**config.mk**
```make
export PLATFORM = sky130hd
export DESIGN_NAME = serializer_mlane_flat
export DESIGN_NICKNAME = d
export VERILOG_FILES = /design/src/rtl/serializer_mlane_if.sv /design/src/rtl/serializer_mlane.sv /design/src/flat_wrapper.sv
export SDC_FILE = /design/constraint.sdc
export NUM_CORES = 1
export LEC_CHECK = 0
export CAP_MARGIN = 20
export CORE_MARGIN = 2
export CORE_UTILIZATION = 38
export DETAILED_ROUTE_END_ITERATION = 10
export GPL_ROUTABILITY_DRIVEN = 0
export PLACE_DENSITY = 0.66
export SLEW_MARGIN = 20
export SYNTH_ARGS = -nofsm -noshare
export SYNTH_HDL_FRONTEND = slang
export SYNTH_SLANG_ARGS = --single-unit
```
**constraint.sdc**
```tcl
create_clock -name clk_i -period 2.95 [get_ports clk_i]
set_input_delay 0.885 -clock clk_i [delete_from_list [all_inputs] [get_ports clk_i]]
set_output_delay 0.885 -clock clk_i [all_outputs]
set_load 0.05 [all_outputs]
```
**src/rtl/serializer_mlane_if.sv**
```systemverilog
// Word-in / beat-out bus of the multi-lane serializer.
// The master side supplies words and downstream ready.
// The slave side (the serializer) returns beats, sideband and status.
interface serializer_mlane_if #(
  parameter int DATA_W = 16,
  parameter int LANES  = 1,
  parameter int MOD_W  = $clog2(DATA_W)
);
  logic [DATA_W-1:0] data_i;
  logic [MOD_W-1:0]  data_mod_i;
  logic              data_val_i;
  logic              data_rdy_o;
  logic [LANES-1:0]  ser_data_o;
  logic [LANES-1:0]  ser_keep_o;
  logic              ser_last_o;
  logic              ser_data_val_o;
  logic              ser_rdy_i;
  logic              drop_o;
  logic              busy_o;

  modport master (
    output data_i, data_mod_i, data_val_i, ser_rdy_i,
    input  data_rdy_o, ser_data_o, ser_keep_o, ser_last_o, ser_data_val_o, drop_o, busy_o
  );

  modport slave (
    input  data_i, data_mod_i, data_val_i, ser_rdy_i,
    output data_rdy_o, ser_data_o, ser_keep_o, ser_last_o, ser_data_val_o, drop_o, busy_o
  );
endinterface

```
**src/rtl/serializer_mlane.sv**
```systemverilog
// Multi-lane, length-programmable parallel-to-serial converter.
// The structure is an active word, whose current beat sits in the output registers
// and whose remaining bits sit in a shift register, plus a one-word holding buffer.
// A word arriving while the active slot is free bypasses the holding buffer.
// That bypass gives single-cycle latency.
// The holding buffer gives gap-free back-to-back streaming.
module serializer_mlane #(
  parameter int DATA_W    = 16,
  parameter int LANES     = 1,
  parameter int MOD_W     = $clog2(DATA_W),
  parameter int MIN_LEN   = 3,
  parameter bit MSB_FIRST = 1'b1
) (
  input  logic              clk_i,
  input  logic              rst_n_i,
  serializer_mlane_if.slave bus
);

  localparam int BEATS_MAX = DATA_W / LANES;
  localparam int CNT_W     = $clog2(BEATS_MAX) + 1;
  localparam int LEN_W     = MOD_W + 1;

  // Current output beat (registered outputs)
  logic [LANES-1:0]  ser_data_r, ser_data_n;
  logic [LANES-1:0]  ser_keep_r, ser_keep_n;
  logic              ser_last_r, ser_last_n;
  logic              ser_val_r, ser_val_n;
  // Remaining bits of the active word, and the beats still to follow the current beat
  logic [DATA_W-1:0] sh_r, sh_n;
  logic [CNT_W-1:0]  cnt_r, cnt_n;
  logic [LEN_W-1:0]  last_lanes_r, last_lanes_n;
  // Holding buffer
  logic [DATA_W-1:0] hold_data_r, hold_data_n;
  logic [LEN_W-1:0]  hold_len_r, hold_len_n;
  logic              hold_full_r, hold_full_n;
  // Status
  logic              data_rdy_r, data_rdy_n;
  logic              drop_r, drop_n;
  logic              busy_r, busy_n;

  logic [LEN_W-1:0]  len_s, src_len_s, first_lanes_s, last_lanes_s, adv_lanes_s;
  logic [DATA_W-1:0] src_data_s;
  logic [CNT_W-1:0]  beats_s;
  logic              accept_s, legal_s, done_s, adv_s, act_free_s, load_s;

  // Number of beats needed for a word of len bits.
  function automatic logic [CNT_W-1:0] beat_count(input logic [LEN_W-1:0] len);
    int n;
    n = (int'(len) + LANES - 1) / LANES;
    beat_count = CNT_W'(n);
  endfunction

  // Number of valid lanes on the final beat of a word of len bits.
  function automatic logic [LEN_W-1:0] tail_lanes(input logic [LEN_W-1:0] len);
    int n;
    n = (int'(len) + LANES - 1) / LANES;
    tail_lanes = LEN_W'(int'(len) - (n - 1) * LANES);
  endfunction

  // Keep mask with n valid lanes, anchored at the end that transmits first.
  function automatic logic [LANES-1:0] lane_mask(input logic [LEN_W-1:0] n);
    logic [LANES-1:0] m;
    logic             on;
    m = '0;
    for (int i = 0; i < LANES; i++) begin
      on = (LEN_W'(i) < n);
      if (MSB_FIRST) begin
        m[LANES-1-i] = on;
      end else begin
        m[i] = on;
      end
    end
    lane_mask = m;
  endfunction

  // Lanes of the next beat, taken from the transmit end of a word.
  function automatic logic [LANES-1:0] head(input logic [DATA_W-1:0] w);
    if (MSB_FIRST) begin
      head = w[DATA_W-1 -: LANES];
    end else begin
      head = w[LANES-1:0];
    end
  endfunction

  // Word with its next beat consumed.
  function automatic logic [DATA_W-1:0] tail(input logic [DATA_W-1:0] w);
    if (MSB_FIRST) begin
      tail = w << LANES;
    end else begin
      tail = w >> LANES;
    end
  endfunction

  // Next-state: accept/drop, bypass or promote into the active slot, beat advance
  always_comb begin
    len_s      = (bus.data_mod_i == {MOD_W{1'b0}}) ? LEN_W'(DATA_W) : {1'b0, bus.data_mod_i};
    accept_s   = bus.data_val_i & data_rdy_r;
    legal_s    = (len_s >= LEN_W'(MIN_LEN));
    done_s     = ser_val_r & bus.ser_rdy_i & ser_last_r;
    adv_s      = ser_val_r & bus.ser_rdy_i & ~ser_last_r;
    act_free_s = ~ser_val_r | done_s;
    load_s     = act_free_s & (hold_full_r | (accept_s & legal_s));

    if (hold_full_r) begin
      src_data_s = hold_data_r;
      src_len_s  = hold_len_r;
    end else begin
      src_data_s = bus.data_i;
      src_len_s  = len_s;
    end
    beats_s      = beat_count(src_len_s);
    last_lanes_s = tail_lanes(src_len_s);

    if (beats_s == CNT_W'(1)) begin
      first_lanes_s = last_lanes_s;
    end else begin
      first_lanes_s = LEN_W'(LANES);
    end
    if (cnt_r == CNT_W'(1)) begin
      adv_lanes_s = last_lanes_r;
    end else begin
      adv_lanes_s = LEN_W'(LANES);
    end

    ser_data_n   = ser_data_r;
    ser_keep_n   = ser_keep_r;
    ser_last_n   = ser_last_r;
    ser_val_n    = ser_val_r;
    sh_n         = sh_r;
    cnt_n        = cnt_r;
    last_lanes_n = last_lanes_r;
    hold_data_n  = hold_data_r;
    hold_len_n   = hold_len_r;

    if (load_s) begin
      ser_data_n   = head(src_data_s) & lane_mask(first_lanes_s);
      ser_keep_n   = lane_mask(first_lanes_s);
      ser_last_n   = (beats_s == CNT_W'(1));
      ser_val_n    = 1'b1;
      sh_n         = tail(src_data_s);
      cnt_n        = beats_s - CNT_W'(1);
      last_lanes_n = last_lanes_s;
    end else if (adv_s) begin
      ser_data_n   = head(sh_r) & lane_mask(adv_lanes_s);
      ser_keep_n   = lane_mask(adv_lanes_s);
      ser_last_n   = (cnt_r == CNT_W'(1));
      sh_n         = tail(sh_r);
      cnt_n        = cnt_r - CNT_W'(1);
    end else if (done_s) begin
      ser_data_n   = '0;
      ser_keep_n   = '0;
      ser_last_n   = 1'b0;
      ser_val_n    = 1'b0;
      sh_n         = '0;
      cnt_n        = '0;
    end else begin
      ser_val_n    = ser_val_r;
    end

    // Holding buffer: emptied on promote, filled only when the active slot stays busy.
    if (hold_full_r) begin
      hold_full_n = ~act_free_s;
    end else if (accept_s & legal_s & ~act_free_s) begin
      hold_full_n = 1'b1;
      hold_data_n = bus.data_i;
      hold_len_n  = len_s;
    end else begin
      hold_full_n = 1'b0;
    end

    data_rdy_n = ~hold_full_n;
    drop_n     = accept_s & ~legal_s;
    busy_n     = ser_val_n | hold_full_n;
  end

  // State and output registers; reset empties both slots and drops ready
  always_ff @(posedge clk_i or negedge rst_n_i) begin
    if (!rst_n_i) begin
      ser_data_r   <= '0;
      ser_keep_r   <= '0;
      ser_last_r   <= 1'b0;
      ser_val_r    <= 1'b0;
      sh_r         <= '0;
      cnt_r        <= '0;
      last_lanes_r <= '0;
      hold_data_r  <= '0;
      hold_len_r   <= '0;
      hold_full_r  <= 1'b0;
      data_rdy_r   <= 1'b0;
      drop_r       <= 1'b0;
      busy_r       <= 1'b0;
    end else begin
      ser_data_r   <= ser_data_n;
      ser_keep_r   <= ser_keep_n;
      ser_last_r   <= ser_last_n;
      ser_val_r    <= ser_val_n;
      sh_r         <= sh_n;
      cnt_r        <= cnt_n;
      last_lanes_r <= last_lanes_n;
      hold_data_r  <= hold_data_n;
      hold_len_r   <= hold_len_n;
      hold_full_r  <= hold_full_n;
      data_rdy_r   <= data_rdy_n;
      drop_r       <= drop_n;
      busy_r       <= busy_n;
    end
  end

  assign bus.data_rdy_o     = data_rdy_r;
  assign bus.ser_data_o     = ser_data_r;
  assign bus.ser_keep_o     = ser_keep_r;
  assign bus.ser_last_o     = ser_last_r;
  assign bus.ser_data_val_o = ser_val_r;
  assign bus.drop_o         = drop_r;
  assign bus.busy_o         = busy_r;

endmodule
```
**src/flat_wrapper.sv**
```systemverilog
// flat-port wrapper written by rule: the top's interface ports become plain ports
module serializer_mlane_flat 
#(
  parameter int DATA_W    = 16,
  parameter int LANES     = 1,
  parameter int MOD_W     = $clog2(DATA_W),
  parameter int MIN_LEN   = 3,
  parameter bit MSB_FIRST = 1'b1
)
  (clk_i, rst_n_i, bus_data_i, bus_data_mod_i, bus_data_val_i, bus_ser_rdy_i, bus_data_rdy_o, bus_ser_data_o, bus_ser_keep_o, bus_ser_last_o, bus_ser_data_val_o, bus_drop_o, bus_busy_o);
  serializer_mlane_if #(.DATA_W(DATA_W), .LANES(LANES), .MOD_W(MOD_W)) bus_i ();
  input  logic clk_i;
  input  logic rst_n_i;
  input wire logic [$bits(bus_i.data_i)-1:0] bus_data_i;
  input wire logic [$bits(bus_i.data_mod_i)-1:0] bus_data_mod_i;
  input wire logic [$bits(bus_i.data_val_i)-1:0] bus_data_val_i;
  input wire logic [$bits(bus_i.ser_rdy_i)-1:0] bus_ser_rdy_i;
  output wire logic [$bits(bus_i.data_rdy_o)-1:0] bus_data_rdy_o;
  output wire logic [$bits(bus_i.ser_data_o)-1:0] bus_ser_data_o;
  output wire logic [$bits(bus_i.ser_keep_o)-1:0] bus_ser_keep_o;
  output wire logic [$bits(bus_i.ser_last_o)-1:0] bus_ser_last_o;
  output wire logic [$bits(bus_i.ser_data_val_o)-1:0] bus_ser_data_val_o;
  output wire logic [$bits(bus_i.drop_o)-1:0] bus_drop_o;
  output wire logic [$bits(bus_i.busy_o)-1:0] bus_busy_o;
  assign bus_i.data_i = bus_data_i;
  assign bus_i.data_mod_i = bus_data_mod_i;
  assign bus_i.data_val_i = bus_data_val_i;
  assign bus_i.ser_rdy_i = bus_ser_rdy_i;
  assign bus_data_rdy_o = bus_i.data_rdy_o;
  assign bus_ser_data_o = bus_i.ser_data_o;
  assign bus_ser_keep_o = bus_i.ser_keep_o;
  assign bus_ser_last_o = bus_i.ser_last_o;
  assign bus_ser_data_val_o = bus_i.ser_data_val_o;
  assign bus_drop_o = bus_i.drop_o;
  assign bus_busy_o = bus_i.busy_o;
  serializer_mlane #(.DATA_W(DATA_W), .LANES(LANES), .MOD_W(MOD_W), .MIN_LEN(MIN_LEN), .MSB_FIRST(MSB_FIRST)) u_core (.clk_i(clk_i), .rst_n_i(rst_n_i), .bus(bus_i));
endmodule
```
==> results by group, run 1 <==
STA
  • Setup_tns: 0 ns
  • RSZ-0062 raised after global routing: false
  • Worst Tran Pin Value: 0.633 ns
  • Minimum clock period: 2.49 ns
  • Final Cycle Share: 84.4%
  • Clock Skew: 0.0161 ns
  • Final-report hold violation count: 0
  • Slew margin rel.: 57.8%
  • Setup-failing EPs final: 0
  • Fmax: 0.402 GHz
  • Max Slew Vio Count: 0

Final layout
  • Area grow syn2layout: 19.6%
  • Fraction of layout cells with a size suffix above 1: 21.3%
  • Most frequent cells in the layout: dfrtp_1, clkdlybuf4s50_1, mux2i_1, mux2_4, a21oi_1
  • ANT cells: 0
  • # nets final: 281
  • Commonest non-fill, non-tap cell in the layout: dfrtp_1

Die
  • Die X: around 87 um
  • Die area: 7630 sq um
  • Initial Util: 39.1%
  • Num rows: 30
  • Core area: between 6000 and 7000 sq um
  • Height of the die: 87.4 um
  • # IOs: 31

Routing
  • Drt pass-1 iters: 5
  • Routed wire per std cell: 14.9 um
  • Vias: 1762
  • Number of routed nets with antenna violations: 0
  • Final wirelength: around 5.0 mm
  • Initial drt markers: 70
  • DRC: 0
  • Via/cell ratio: 5.28

Synth
  • Syn. warnings: 0
  • Cell taking the most area after synthesis: dfrtp_1
  • Post-synth EDFFs: 0
  • Async SR Flop Fraction: between 90% and 100%
  • Post-synth top area share: 47.4%
  • Dominant cells by area after synthesis: dfrtp_1, mux2_4, mux2i_1
  • Primary FF master, synth: dfrtp_1
  • Sequential-to-total area share from yosys stat: a little under half
  • Post-Synthesis Cell Area: 2640 sq um
  • Gate count of the mapped netlist: 218
  • Netlist cell types: 42
  • Mapped Nets: 246
  • Mean area per synthesized cell: between 10 and 15 sq um
  • Seq cells post-synth: 50

Clock tree
  • Setup bufs post-CTS: 0
  • Clock slew at the register clock pins of the worst setup and hold paths: 0.10 ns
  • CTS tree: done
  • Clock Sinks: 50
  • Clock Tree Buf Depth: 2
  • Clock Latency Late Sink: 0.31 ns
  • Post-cts sizing count: 0
  • Root buffer cell: clkbuf_8
  • Total CTS buffers: 5
  • Hold-fix buffers, CTS: 0
  • H-tree levels: 2

Setup path
  • Cells on worst reg2reg path: 6
  • Endpoint of the lowest-slack register-to-register path: u_core.cnt_r[4]$_DFFE_PN0P_
  • Critical Path AT: 2.69 ns
  • Worst Setup End Kind: register
  • CP Class: input port to register
  • Critical R2R Launch: u_core.hold_full_r$_DFF_PN0_
  • Worst-path maximum fanout: 21
  • Critical path required time: between 3 and 4 ns
  • Startpoint Class: input port
  • R2R Setup Slk: 0.82 ns

Power
  • Power Dens Cells: 922 nW/um^2
  • Leak: 1.40 nW
  • Peak VDD IR: 0.380 mV
  • Design Power: about 2.9 mW

Run
  • Max Cap Viol: 0

Hold path
  • Hold EP: u_core.last_lanes_r[0]$_DFFE_PN0P_
  • Hold_sp: u_core.last_lanes_r[0]$_DFFE_PN0P_
  • Min-Delay Path Class: register to register
  • WHS Path Cells: 1

GRT
  • Initial antenna violation count: 0
  • First-pass GRT wire length: 8.69 mm
  • Largest net degree at the start of global routing: 51
  • Vias in the first global route: 1766
  • Remaining Overflow, GRT: 0
  • GRT Total Usage: 14.6%

Place
  • Port Buffers: 30
  • DP Wirelength: 3.34 mm

Outcome
  • Status: finished, final reports clean
synth_stat cells, types with 2 or more instances:
cell and instances:
dfrtp_1 50, mux2_4 20, mux2i_1 20, a21oi_1 18
nor3b_1 16, a211oi_1 14, nor2_1 7, clkbuf_1 6
nand2_1 6, buf_6 5, inv_1 5, nand3_1 5
xnor2_1 5, buf_2 4, ha_1 4, o21ai_0 3
o221ai_1 3, a22oi_2 2, or4b_2 2
logic make-up after synthesis:
family                     count (synthesis)  share of synthesized area (%)
xor gates and xnor gates                   6                           1.99
adders and majority gates                  4                           1.89
muxes                                     41                           19.4
AOI/OAI and AO/OA                         51                           13.7
buffers and inverters                     20                           4.45
DFF                                       50                           47.4
and+or+nand+nor                           46                           11.2
routing by layer:
metal  track usage, %  routed length, um  share of wire, %  vias to the layer above
met1             20.7               2470                50                      850
met3             2.27                187               3.8                        6
met5                0                  0                 0                        -
met4             5.03                 74               1.5                        0
li1                 -                  -                 -                      875
met2             22.6               2230                45                       31
stage by stage:
stage                     util (%)  worst slack, ns  hold WS (ns)  instance area [sq um]  instances
final                         46.7            0.461         0.481                   3160        334
after global routing          46.7            0.341         0.490                   3160        334
after CTS                     46.7            0.461         0.480                   3160        334
after floorplan                  -            0.793         0.435                   2640        218
after global placement        45.3            0.167         0.451                   3060        326
after detailed placement      45.3            0.132         0.455                   3060        326
worst max-delay path by stage:
stage                      start                                to  slack [ns]  cells past startpoint
2_1_floorplan  bus_data_mod_i[1]       u_core.cnt_r[4]$_DFFE_PN0P_        0.79                      6
3_3_place_gp   bus_data_mod_i[1]  u_core.hold_len_r[3]$_DFFE_PN0P_        0.17                      6
3_5_place_dp   bus_data_mod_i[1]  u_core.hold_len_r[3]$_DFFE_PN0P_        0.13                      6
4_1_cts        bus_data_mod_i[1]  u_core.hold_len_r[3]$_DFFE_PN0P_        0.46                      6
5_1_grt        bus_data_mod_i[0]  u_core.hold_len_r[3]$_DFFE_PN0P_        0.34                      6
6_report       bus_data_mod_i[1]  u_core.hold_len_r[3]$_DFFE_PN0P_        0.46                      6
area by class of cell:
type	count	area (sq um)
clock buffer	5	68.8
timing repair buffer	43	418
clock inverter	3	28.8
multi-input combinational	148	1270
fill	648	3600
tap	80	100
sequential	50	1250
inverter	5	18.8
critical path: stages:
cell and delay [ns]:
clkdlybuf4s50_1 0.48, xnor2_1 0.33, o31a_1 0.19, nor3b_4 0.22, buf_12 0.23, mux2_2 0.35
sequential cells by signal (all words and copies together) (netlist names):
signal and count:
u_core.hold_data_r 16, u_core.sh_r 15, u_core.cnt_r 5, u_core.hold_len_r 5
u_core.bus.busy_o 1, u_core.bus.data_rdy_o 1, u_core.bus.drop_o 1, u_core.bus.ser_data_o 1
u_core.bus.ser_data_val_o 1, u_core.bus.ser_keep_o 1, u_core.bus.ser_last_o 1, u_core.hold_full_r 1
u_core.last_lanes_r 1
where the power goes:
group / internal [mW] / switching, mW / total (mW)
clock: 0.176 / 0.250 / 0.426
combinational: 0.707 / 0.603 / 1.31
sequential: 0.973 / 0.204 / 1.18
total: 1.86 / 1.06 / 2.91
(Power assumes the default switching activity.)
==> run 2: changes to the inputs <==
Clock period 2.95 ns to 2.5 ns, I/O delays scaled along.
==> results by group, run 2 (same netlist as run 1, synthesis figures left out) <==
Setup path
  • CP startpoint: u_core.bus.ser_data_val_o$_DFF_PN0_
  • Critical Path AT: 1.53 ns
  • Critical Path End: bus_ser_data_val_o
  • Crit-path slowest cell: clkdlybuf4s50_1
  • R2R Setup Slk: 0.62 ns
  • Cells on worst reg2reg path: 5
  • Endpoint of the lowest-slack register-to-register path: u_core.cnt_r[4]$_DFFE_PN0P_
  • Critical path, cell by cell: clkdlybuf4s50_1
  • Worst Setup End Kind: output port
  • Worst-path maximum fanout: 5
  • Critical path required time: between 1.5 and 2 ns
  • CP Depth: 1
  • CP top delay family: buffers and inverters
  • Critical R2R Launch: u_core.hold_full_r$_DFF_PN0_
  • Worst path bufs/invs: 1
  • Max incr delay on CP: about 0.82 ns
  • Startpoint Class: register
  • CP Class: register to output port

Clock tree
  • Root buffer cell: clkbuf_8
  • Total CTS buffers: 5
  • CTS tree: done
  • Clock Sinks: 50
  • Setup bufs post-CTS: 0
  • Hold-fix buffers, CTS: 0
  • Post-cts sizing count: 0
  • Clock Latency Late Sink: 0.31 ns
  • Clock slew at the register clock pins of the worst setup and hold paths: 0.10 ns
  • Clock Tree Buf Depth: 2
  • H-tree levels: 2

Die
  • Initial Util: 39.1%
  • Core area: 6760 sq um
  • Height of the die: 87.4 um
  • Die X: 87.4 um
  • # IOs: 31
  • Num rows: 30
  • Die area: 7630 sq um

Final layout
  • Finished Layout Cells: 345
  • Area grow syn2layout: 22.9%
  • Fill count: 620
  • Fraction of layout cells with a size suffix above 1: approximately a quarter
  • Largest register FFs: 16
  • Top Registers: u_core.hold_data_r: 16 flops, u_core.sh_r: 15 flops
  • Commonest non-fill, non-tap cell in the layout: dfrtp_1
  • Final instance area: roughly 3200 sq um
  • # nets final: about 290
  • Most frequent cells in the layout: dfrtp_1, clkdlybuf4s50_1, buf_4, mux2i_1, mux2_4
  • ANT cells: 0
  • Final Util: 48.0%
  • Biggest register: u_core.hold_data_r

Power
  • Leak: 1.46 nW
  • Peak VDD IR: 0.433 mV
  • Power Dens Cells: 1080 nW/um^2

Place
  • Port Buffers: 30
  • DP Wirelength: roughly 3.7 mm
  • Inst Count DP: 337
  • Area after DPL: 3140 sq um

GRT
  • Vias in the first global route: 1927
  • First-pass GRT wire length: 9.26 mm
  • GRT Total Usage: between 10% and 20%
  • Remaining Overflow, GRT: 0
  • Largest net degree at the start of global routing: 34
  • Initial antenna violation count: 0

STA
  • Worst Tran Pin Value: 0.498 ns
  • Clock Skew: 0.0119 ns
  • Max Slew Vio Count: 0
  • Slew margin rel.: between 60% and 70%
  • Setup_tns: 0 ns
  • Minimum clock period: 2.28 ns
  • Setup-failing EPs final: 0
  • Final Cycle Share: roughly nine tenths
  • Fmax: approximately 0.44 GHz
  • RSZ-0062 raised after global routing: false
  • Final-report hold violation count: 0

Routing
  • Vias: 1839
  • Number of routed nets with antenna violations: 0
  • DRC: 0
  • Initial drt markers: about 140
  • Via/cell ratio: 5.33
  • Routed wire per std cell: 15.4 um
  • Drt pass-1 iters: 7
  • Final wirelength: 5.33 mm

Outcome
  • Status: finished, final reports clean

Run
  • Max Cap Viol: 0

Hold path
  • Min-Delay Path Class: input port to async pin
-- run 2: cell count changes in the layout (fill, tap and decap cells not counted) --
cell             before  now
clkdlybuf4s50_1      29   28
clkbuf_8              5    7
clkinv_4              2    1
buf_4                11   23
inv_8                 1    0
-- run 2: through the flow --
stage / setup slack (ns) / power [mW] / hold slack, ns
after floorplan: 0.478 / 2.56 / 0.435
after detailed placement: -0.0470 / 3.00 / 0.462
after CTS: 0.195 / 3.54 / 0.385
after global routing: 0.121 / 3.77 / 0.407
final: 0.220 / 3.52 / 0.379
after global placement: -0.00435 / 2.96 / 0.453
-- run 2: routing by layer --
layer / global-route usage, % / vias to the layer above / share of wire, %
met2: 23.6 / 39 / 46
met1: 22.2 / 900 / 49
li1: - / 895 / -
met4: 4.48 / 0 / 1.3
met5: 0 / - / 0
met3: 2.56 / 5 / 3.6
-- run 2: where the power goes --
part / internal (mW) / switching, mW / total (mW)
sequential: 1.15 / 0.227 / 1.38
combinational: 0.859 / 0.749 / 1.61
clock: 0.254 / 0.281 / 0.535
-- run 2: cell type report --
cell class / instances / area (sq um) / area share (%)
inverter: 5 / 18.8 / 0.578
clock inverter: 1 / 8.76 / 0.270
clock buffer: 7 / 96.3 / 2.97
multi-input combinational: 148 / 1270 / 39.2
sequential: 50 / 1250 / 38.6
tap: 80 / 100 / 3.08
timing repair buffer: 54 / 498 / 15.3
-- run 2: worst min-delay path by stage --
stage	start	endpoint	slack, ns
after CTS	rst_n_i	u_core.cnt_r[2]$_DFFE_PN0P_	0.39
after detailed placement	u_core.last_lanes_r[0]$_DFFE_PN0P_	u_core.last_lanes_r[0]$_DFFE_PN0P_	0.46
final	rst_n_i	u_core.cnt_r[2]$_DFFE_PN0P_	0.38
after global routing	rst_n_i	u_core.cnt_r[2]$_DFFE_PN0P_	0.41
after floorplan	u_core.last_lanes_r[0]$_DFFE_PN0P_	u_core.last_lanes_r[0]$_DFFE_PN0P_	0.44
after global placement	u_core.last_lanes_r[0]$_DFFE_PN0P_	u_core.last_lanes_r[0]$_DFFE_PN0P_	0.45
==> run 3: changes to the inputs <==
Settings changed: HOLD_SLACK_MARGIN from default to 0.08, SETUP_SLACK_MARGIN from default to 0.4, SKIP_CTS_REPAIR_TIMING from default to 1.
==> results by group, run 3 (same netlist as run 1, synthesis figures left out) <==
Outcome
  • Status: finished, final reports clean

STA
  • Setup-failing EPs final: 0
  • Clock Skew: 0.0144 ns
  • Minimum clock period: 2.05 ns
  • Fmax: 0.487 GHz
  • Slew margin rel.: 66.0%
  • Max Slew Vio Count: 0
  • Setup_tns: 0 ns
  • Fin worst setup slack: 0.448 ns
  • Worst Tran Pin Value: between 0.5 and 0.6 ns
  • RSZ-0062 raised after global routing: false
  • Final Cycle Share: 82.1%
  • Hold WS: 0.375 ns
  • Final-report hold violation count: 0

Setup path
  • Endpoint of the lowest-slack register-to-register path: u_core.cnt_r[4]$_DFFE_PN0P_
  • Critical path required time: 2.70 ns
  • Cells on worst reg2reg path: 5
  • CP Class: input port to register
  • Worst Setup End Kind: register
  • Critical Path AT: 2.25 ns
  • Max incr delay on CP: between 0.4 and 0.5 ns
  • CP top delay family: buffers and inverters
  • Critical path, cell by cell: clkdlybuf4s50_1 -> a21bo_2 -> nor3b_4 -> buf_4 -> clkbuf_16 -> mux2_4
  • R2R Setup Slk: 0.61 ns
  • CP Depth: 6
  • Crit-path slowest cell: clkdlybuf4s50_1
  • Critical R2R Launch: u_core.hold_full_r$_DFF_PN0_
  • Startpoint Class: input port
  • Worst-path maximum fanout: 10
  • Worst path bufs/invs: 3

Run
  • Max Cap Viol: 0

Clock tree
  • Clock slew at the register clock pins of the worst setup and hold paths: 0.10 ns
  • Root buffer cell: clkbuf_8
  • Clock Tree Buf Depth: 2
  • H-tree levels: 2
  • Total CTS buffers: 5
  • Clock Latency Late Sink: 0.31 ns
  • CTS tree: done
  • Clock Sinks: 50

Final layout
  • Fraction of layout cells with a size suffix above 1: 27.8%
  • Final instance area: between 3000 and 4000 sq um
  • Most frequent cells in the layout: dfrtp_1, buf_4, mux2_4, mux2i_1, a21oi_1
  • Commonest non-fill, non-tap cell in the layout: dfrtp_1
  • Biggest register: u_core.hold_data_r
  • # nets final: 297
  • Area grow syn2layout: 27.9%
  • Top Registers: u_core.hold_data_r: 16 flops, u_core.sh_r: 15 flops
  • ANT cells: 0
  • Fill count: 593
  • Largest register FFs: 16

Die
  • Initial Util: between 30% and 40%
  • Die X: just under 90 um
  • Core area: 6760 sq um
  • # IOs: 31
  • Die area: 7630 sq um
  • Height of the die: 87.4 um
  • Num rows: 30

Power
  • Peak VDD IR: 0.433 mV
  • Leak: 1.61 nW
  • Power Dens Cells: 1060 nW/um^2
  • Design Power: 3.58 mW

Routing
  • Vias: 1851
  • DRC: 0
  • Initial drt markers: 139
  • Drt pass-1 iters: 6
  • Final wirelength: around 5.6 mm
  • Routed wire per std cell: 15.9 um
  • Number of routed nets with antenna violations: 0
  • Via/cell ratio: 5.29

GRT
  • GRT Total Usage: 15.3%
  • Initial antenna violation count: 0
  • Vias in the first global route: 1927
  • Largest net degree at the start of global routing: 34
  • First-pass GRT wire length: 9.26 mm
  • Remaining Overflow, GRT: 0

Hold path
  • Min-Delay Path Class: input port to async pin

Place
  • Dpl ws: -0.0470 ns
  • DP Wirelength: around 3.7 mm
  • Port Buffers: 30
  • Area after DPL: 3140 sq um
-- run 3: where the power goes --
group	switching [mW]	internal [mW]
logic	0.761	0.896
clock network	0.285	0.254
registers	0.234	1.15
-- run 3: worst reg2reg max path, delay by kind of cell (launching register included) --
family	cells	cell delay, ns
DFF	1	0.49
AOI/OAI and AO/OA	3	0.74
buffers and inverters	2	0.55
-- run 3: area by class of cell --
type	count	area [sq um]	share of cell area [%]
multi-input combinational	148	1300	38.4
inverter	5	18.8	0.556
clock inverter	1	8.76	0.259
tap	80	100	2.96
sequential	50	1250	37.1
clock buffer	7	96.3	2.85
timing repair buffer	59	606	17.9
-- run 3: through the flow --
step | cells | util, %
6_report | 350 | 50.0
5_1_grt | 350 | 50.0
3_3_place_gp | 337 | 46.5
3_5_place_dp | 337 | 46.5
2_1_floorplan | 218 | -
4_1_cts | 345 | 48.0
-- run 3: layer usage --
| layer | GRT usage [%] | share of wire (%) | up-vias | wire (um) |
|---|---|---|---|---|
| met1 | 22.2 | 50 | 915 | 2770 |
| met5 | 0 | 0 | - | 0 |
| met3 | 2.56 | 2.8 | 5 | 154 |
| met2 | 23.6 | 46 | 27 | 2570 |
| li1 | - | - | 904 | - |
| met4 | 4.48 | 1.1 | 0 | 63 |
-- run 3: how the worst max path moves through the flow --
stage / end / slack (ns) / from
2_1_floorplan: u_core.cnt_r[4]$_DFFE_PN0P_ / 0.48 / bus_data_mod_i[1]
3_3_place_gp: u_core.hold_len_r[3]$_DFFE_PN0P_ / -0.004 / bus_data_mod_i[1]
3_5_place_dp: u_core.hold_len_r[3]$_DFFE_PN0P_ / -0.05 / bus_data_mod_i[1]
4_1_cts: bus_ser_data_val_o / 0.20 / u_core.bus.ser_data_val_o$_DFF_PN0_
5_1_grt: u_core.hold_data_r[8]$_DFFE_PN0P_ / 0.41 / bus_ser_rdy_i
6_report: u_core.hold_data_r[6]$_DFFE_PN0P_ / 0.45 / bus_ser_rdy_i
